<file path="config.mk">
export PLATFORM = sky130hd
export DESIGN_NAME = dem_tree_encoder
export DESIGN_NICKNAME = d
export VERILOG_FILES = /design/src/rtl/dem_pkg.sv /design/src/rtl/dem_switch_block.sv /design/src/rtl/dem_tree_encoder.sv
export SDC_FILE = /design/constraint.sdc
export NUM_CORES = 1
export LEC_CHECK = 0
export CELL_PAD_IN_SITES_DETAIL_PLACEMENT = 1
export CELL_PAD_IN_SITES_GLOBAL_PLACEMENT = 2
export CORE_MARGIN = 10
export CORE_UTILIZATION = 43
export DETAILED_ROUTE_END_ITERATION = 8
export PLACE_DENSITY = 0.91
export RECOVER_POWER = 100
export SYNTH_ARGS = -nofsm -noshare
export SYNTH_HDL_FRONTEND = slang
export SYNTH_SLANG_ARGS = --single-unit
export TNS_END_PERCENT = 100
</file>
<file path="constraint.sdc">
create_clock -name clk -period 5.6 [get_ports clk]
set_input_delay 1.12 -clock clk [delete_from_list [all_inputs] [get_ports clk]]
set_output_delay 1.12 -clock clk [all_outputs]
set_load 0.01 [all_outputs]
</file>
<file path="src/rtl/dem_pkg.sv">
// Shared types and helpers for the tree-structured DEM encoder:
// switching-mode enum, LFSR constants, and the root switching-value encoding.
package dem_pkg;

  typedef enum logic [1:0] {
    DEM_DET  = 2'b00,
    DEM_RAND = 2'b01,
    DEM_NS   = 2'b10
  } dem_mode_e;

  // Right-shift Galois form of x^16 + x^14 + x^13 + x^11 + 1.
  localparam logic [15:0] DEM_LFSR_POLY    = 16'hB400;
  localparam logic [15:0] DEM_SEED_DEFAULT = 16'hACE1;

  function automatic dem_mode_e decode_mode(input logic [1:0] m);
    case (m)
      2'b00:   return DEM_DET;
      2'b01:   return DEM_RAND;
      default: return DEM_NS;
    endcase
  endfunction

  function automatic logic [15:0] lfsr_step(input logic [15:0] v);
    return {1'b0, v[15:1]} ^ (v[0] ? DEM_LFSR_POLY : 16'h0000);
  endfunction

  // Two's-complement s: 00 for even levels, 01 for +1, 11 for -1.
  function automatic logic [1:0] s_encode(input logic odd, input logic up);
    if (!odd) return 2'b00;
    return up ? 2'b01 : 2'b11;
  endfunction

endpackage

</file>
<file path="src/rtl/dem_switch_block.sv">
// One DEM switching block: splits level x (0..N) into upper/lower halves and
// keeps the 1-bit noise-shaping state used when x is odd.
module dem_switch_block
  import dem_pkg::*;
#(
  parameter int N = 16
) (
  input  logic                 clk,
  input  logic                 reset,
  input  logic                 valid_i,
  input  dem_mode_e            mode_i,
  input  logic                 rand_bit_i,
  input  logic [$clog2(N):0]   x_i,
  output logic [$clog2(N)-1:0] top_o,
  output logic [$clog2(N)-1:0] bot_o
);

  localparam int XW = $clog2(N) + 1;

  logic odd;
  logic up;
  logic b_q;

  assign odd = x_i[0];

  // NOTE: every variable assigned in always_comb gets a default first, so no
  // path leaves it unassigned and no latch is inferred.
  always_comb begin
    up = 1'b1;
    case (mode_i)
      DEM_RAND: up = rand_bit_i;
      DEM_NS:   up = ~b_q;
      default:  up = 1'b1;
    endcase
  end

  // (x + s)/2 and (x - s)/2: halve x and give the odd leftover to one side.
  assign top_o = x_i[XW-1:1] + (XW-1)'(odd & up);
  assign bot_o = x_i[XW-1:1] + (XW-1)'(odd & ~up);

  // NOTE: state elements use non-blocking assignments so every flop samples
  // pre-edge values regardless of process ordering.
  always_ff @(posedge clk) begin
    if (reset) begin
      b_q <= 1'b0;
    end else if (valid_i && odd && (mode_i == DEM_NS)) begin
      b_q <= ~b_q;
    end
  end

endmodule

</file>
<file path="src/rtl/dem_tree_encoder.sv">
// Tree DEM encoder: maps level x_in onto 2^LAYERS unit-element enables through
// LAYERS layers of switching blocks, one pipeline register per layer.
module dem_tree_encoder
  import dem_pkg::*;
#(
  parameter int          LAYERS = 4,
  parameter int          IN_W   = LAYERS + 1,
  parameter logic [15:0] SEED   = DEM_SEED_DEFAULT
) (
  input  logic                     clk,
  input  logic                     reset,
  input  logic                     in_valid,
  input  logic [IN_W-1:0]          x_in,
  input  logic [1:0]               mode,
  output logic                     out_valid,
  output logic [(1 << LAYERS)-1:0] out_elem,
  output logic [1:0]               s_out,
  output logic                     sat
);

  localparam int              NE       = 1 << LAYERS;
  localparam logic [IN_W-1:0] NE_LVL   = IN_W'(NE);
  localparam logic [15:0]     SEED_EFF = (SEED == 16'h0000) ? 16'h0001 : SEED;

  logic [15:0]     lfsr_q;
  logic [15:0]     lfsr_d;
  logic            x_sat;
  logic [IN_W-1:0] x_clamp;

  assign x_sat   = (x_in > NE_LVL);
  assign x_clamp = x_sat ? NE_LVL : x_in;
  assign lfsr_d  = lfsr_step(lfsr_q);

  always_ff @(posedge clk) begin
    if (reset) begin
      lfsr_q <= SEED_EFF;
    end else if (in_valid) begin
      lfsr_q <= lfsr_d;
    end
  end

  // Layer k: 2^k blocks of NE>>k elements; random bits are re-based per layer
  // so bit 0 of rnd_in belongs to heap index 2^k - 1.
  for (genvar k = 0; k < LAYERS; k++) begin : g_layer
    localparam int NB = 1 << k;
    localparam int XW = LAYERS - k + 1;
    localparam int RW = NE - NB;

    logic          v_in;
    dem_mode_e     mode_in;
    logic          sat_in;
    logic [1:0]    s_root_in;
    logic [RW-1:0] rnd_in;
    logic [XW-1:0] x_blk [NB];
    logic [XW-2:0] lvl_d [2*NB];
    logic          valid_q;
    logic          sat_q;
    logic [1:0]    s_root_q;

    if (k == 0) begin : g_head
      assign v_in      = in_valid;
      assign mode_in   = decode_mode(mode);
      assign sat_in    = x_sat;
      assign rnd_in    = lfsr_q[NE-2:0];
      assign x_blk[0]  = x_clamp;
      assign s_root_in = s_encode(lvl_d[0] != lvl_d[1], lvl_d[0] > lvl_d[1]);
    end else begin : g_body
      assign v_in      = g_layer[k-1].valid_q;
      assign mode_in   = g_layer[k-1].g_fwd.mode_q;
      assign sat_in    = g_layer[k-1].sat_q;
      assign rnd_in    = g_layer[k-1].g_fwd.rnd_q;
      assign s_root_in = g_layer[k-1].s_root_q;
      for (genvar i = 0; i < NB; i++) begin : g_x
        assign x_blk[i] = g_layer[k-1].g_fwd.lvl_q[i];
      end
    end

    for (genvar i = 0; i < NB; i++) begin : g_blk
      dem_switch_block #(.N(NE >> k)) u_sw (
        .clk        (clk),
        .reset      (reset),
        .valid_i    (v_in),
        .mode_i     (mode_in),
        .rand_bit_i (rnd_in[i]),
        .x_i        (x_blk[i]),
        .top_o      (lvl_d[2*i]),
        .bot_o      (lvl_d[2*i+1])
      );
    end

    always_ff @(posedge clk) begin
      if (reset) begin
        valid_q  <= 1'b0;
        sat_q    <= 1'b0;
        s_root_q <= 2'b00;
      end else begin
        valid_q <= v_in;
        if (v_in) begin
          sat_q    <= sat_in;
          s_root_q <= s_root_in;
        end
      end
    end

    if (k < LAYERS - 1) begin : g_fwd
      dem_mode_e        mode_q;
      logic [RW-NB-1:0] rnd_q;
      logic [XW-2:0]    lvl_q [2*NB];

      // NOTE: this register array is reset explicitly, element by element, so a
      // reset leaves no stale levels behind; plain storage arrays would skip it.
      always_ff @(posedge clk) begin
        if (reset) begin
          mode_q <= DEM_DET;
          rnd_q  <= '0;
          for (int i = 0; i < 2*NB; i++) lvl_q[i] <= '0;
        end else if (v_in) begin
          mode_q <= mode_in;
          rnd_q  <= rnd_in[RW-1:NB];
          for (int i = 0; i < 2*NB; i++) lvl_q[i] <= lvl_d[i];
        end
      end
    end else begin : g_out
      logic [NE-1:0] elem_d;
      logic [NE-1:0] elem_q;

      // Leaf 0 is the top-most element.
      for (genvar m = 0; m < NE; m++) begin : g_pack
        assign elem_d[NE-1-m] = lvl_d[m][0];
      end

      always_ff @(posedge clk) begin
        if (reset) begin
          elem_q <= '0;
        end else if (v_in) begin
          elem_q <= elem_d;
        end
      end
    end
  end

  assign out_valid = g_layer[LAYERS-1].valid_q;
  assign out_elem  = g_layer[LAYERS-1].g_out.elem_q;
  assign s_out     = g_layer[LAYERS-1].s_root_q;
  assign sat       = g_layer[LAYERS-1].sat_q;

endmodule

</file>
==> flow_summary.ini <==
[power_and_ir_drop]
peakVddDrop_mv = 0.1982
power_density_nw_per_um2 = 331.2
p_leak_nw = 2.659

[detailed_routing]
vias = 3866
routedWlPerCell_um = 16.03
viasPerCell = 5.034
drc = 0
antenna_left = 0
first_iter_violations = 153
firstDrtPassIters = 4
wl_um = 12310

[die]
rows = 42
start_util_pct = 44.44
die_y_um = 137.7
die_area_sq_um = 18960
die_w_um = 137.7
ios = 30
core_area_sq_um = 13400

[timing]
rsz0062_at_grt = false
setup_ws_ns = 1.691
finalCritPeriodShare_pct = 69.81
tns_ns = 0
finalHoldViolations = 0
fin_skew_ns = 0.007661
slew_viol_final = 127
worstMarginPinSlew_ns = 2.183
timing.fmax_ghz = 0.2558
finalSetupViolations = 0
post-route-min-period_ns = 3.909
slew_headroom_pct = -45.52

[setup_path]
end_kind = flop
arrival_ns = 4.08
crit_required_ns = 5.77
crit_buf_inv = 3
cp_cell_sequence = clkbuf_1 > clkbuf_1 > nand2b_1 > inv_1 > and2_0
crit_cells = 5
crit_family = buffers and inverters
reg2reg_from = lfsr_q[0]$_SDFFE_PP1P_
cp_common_cell = clkbuf_1
slowest_stage = clkbuf_1
crit_path_start = reset
cp_max_fo = 44
slowest_delay_ns = 1.44
start_kind = input pin
rr_worst_depth = 10
critical_path_class = in -> reg

[clock_tree]
path_clk_slew_ns = 0.06
cts_tree = yes
cts_made_buffers = 17
root_buffer = clkbuf_16
worstSkewPairLatency_ns = 0.42
htree_levels = 4
postCtsSetupBuffers = 0
clockBufferDepth = 2
post_cts_resized = 0
cts_sinks = 133
cts_hold_buf = 0

[run_status]
status = complete, but fails checks
violations = max-capacitance violations, max-slew violations

[finish]
drive_gt1_share_pct = 8.615
areaGrowthSynthToFinish_pct = 14.92
n_fill_cell = 1465
fin_nets = 619
instances_no_fill = 768
n_antenna_cell = 0

[global_routing]
grt_usage_pct = 13.86
antenna_found_initial = 0
grt_max_degree = 45
grt_pass1_vias = 4162
grt_overflow_total = 0
grt_pass1_wl_um = 20610

[yosys]
ys_seq_area_share_pct = 50.76
syn_nets = 596
avgSynthCellArea_sq_um = 10.69
ys_types = 38
syn_area_sq_um = 5956
syn_inst = 557
yosys_warnings = 0
synth_seq_cells = 133

[job]
drv_cap = 3

[hold_path]
min_from = g_layer[0].sat_q$_SDFFE_PP0P_
hold_path.class = reg -> reg
holdPathStages = 2

[place]
place.gp.congestion = 0.7992
io_buffer_count = 29
place_inst = 737
dp_hpwl_um = 8617
dpl_worst_slack_ns = 2.220
-- worst reg2reg max path, stage by stage, from the launching register on --
cell	delay, ns
dfxtp_1	0.40
nor3b_1	0.24
a21oi_1	0.09
nor2b_1	0.15
ha_1	0.22
ha_1	0.19
xor2_1	0.17
ha_1	0.31
nand4_1	0.09
o21ai_0	0.19
nor2_1	0.07
-- sequential cells by signal, summed over array words and instances (netlist names) --
name                    flops
g_layer.g_fwd.rnd_q        28
g_layer.g_fwd.lvl_q        36
g_layer.s_root_q            6
g_layer.sat_q               3
sat                         1
g_layer.valid_q             3
g_layer.g_blk.u_sw.b_q     15
s_out                       2
out_elem                   16
g_layer.g_fwd.mode_q        6
out_valid                   1
lfsr_q                     16
-- path summary, 6_finish.rpt --
check / to / slack (ns)
max: g_layer[2].g_fwd.lvl_q[0][4]$_SDFFCE_PN0P_ / 1.69
min reg2reg: g_layer[0].sat_q$_SDFFE_PP0P_ / 0.48
max reg2reg: g_layer[0].s_root_q[0]$_SDFFE_PP0P_ / 3.30
min: g_layer[0].sat_q$_SDFFE_PP0P_ / 0.48
-- placed cells by master (no fill, tap or decap), drive strengths merged, types with 20 or more instances in the layout --
cell type    instances
nor2                98
dfxtp               97
mux2i               48
edfxtp              36
clkbuf              33
xnor2               30
ha                  29
and2                26
dlygate4sd3         20
-- per-layer routing --
layer | vias to the layer above | track usage [%] | part of all wire (%)
met5 | - | 0 | 0
met4 | 0 | 5.736 | 1.9
met3 | 19 | 3.678 | 4.1
met2 | 54 | 24.75 | 51
met1 | 1859 | 15.19 | 43
li1 | 1934 | - | -
-- metrics by stage --
stage                     hold WS, ns  utilization [%]  total power, mW  area, sq um
after floorplan                0.4448                -            1.184         5956
after detailed placement       0.4726            46.91            1.233         6286
after global routing           0.5011            51.07            2.350         6844
after CTS                      0.4820            51.19            2.294         6859
final                          0.4809            51.07            2.267         6844
after global placement         0.4645            46.91            1.223         6286
-- kinds of logic after synthesis --
group | Yosys count | share of synthesized area, %
multiplexers | 48 | 8.067
XOR/XNOR | 47 | 6.912
buffers and inverters | 46 | 4.370
adder cells (fa/ha/maj) | 29 | 6.092
AO/OA/AOI/OAI | 61 | 8.235
flip-flops | 133 | 50.76
AND/OR/NAND/NOR | 193 | 15.57
-- report_power, final --
part           total [mW]  switching [mW]  internal [mW]
logic               0.143          0.0736         0.0690
registers            1.07          0.0370           1.03
clock network        1.06           0.383          0.674
-- cells in the mapped netlist --
cell type	number	area (sq um)
a211o_1	5	43.79
a211oi_1	17	127.6
a211oi_2	2	25.02
a21boi_2	8	90.09
a21oi_1	7	35.03
a21oi_2	8	70.07
a221oi_1	6	52.55
a31o_2	1	8.760
a31oi_1	1	6.260
and2_1	25	156.4
and2_2	1	7.510
buf_2	10	50.05
buf_4	3	22.52
buf_6	4	45.04
clkbuf_1	7	26.28
clkbuf_4	1	7.510
clkbuf_8	3	41.29
dfxtp_1	97	1942
edfxtp_1	36	1081
ha_1	29	362.9
inv_1	18	67.56
mux2i_1	48	480.5
nand2_1	11	41.29
nand2b_1	14	87.58
nand2b_4	1	13.76
nand3_1	15	75.07
nand4_1	1	6.260
nor2_1	98	367.9
nor2b_1	19	118.9
nor3b_1	1	7.510
o21ai_0	4	20.02
o21ai_1	1	5.000
o22ai_1	1	6.260
or2_2	5	31.28
or3_1	1	6.260
or4_1	1	7.510
xnor2_1	30	262.8
xor2_1	17	148.9
-- area by class of cell --
cell class / instances / area (sq um) / share of cell area (%)
Clock buffer: 29 / 563.0 / 8.227
Clock inverter: 2 / 10.01 / 0.1463
Tap cell: 176 / 220.2 / 3.218
Timing Repair Buffer: 32 / 292.8 / 4.278
Multi-Input combinational cell: 378 / 2668 / 38.98
Sequential cell: 133 / 3023 / 44.17
Inverter: 18 / 67.56 / 0.9872
No activity file was read; power rests on OpenSTA's default activity.
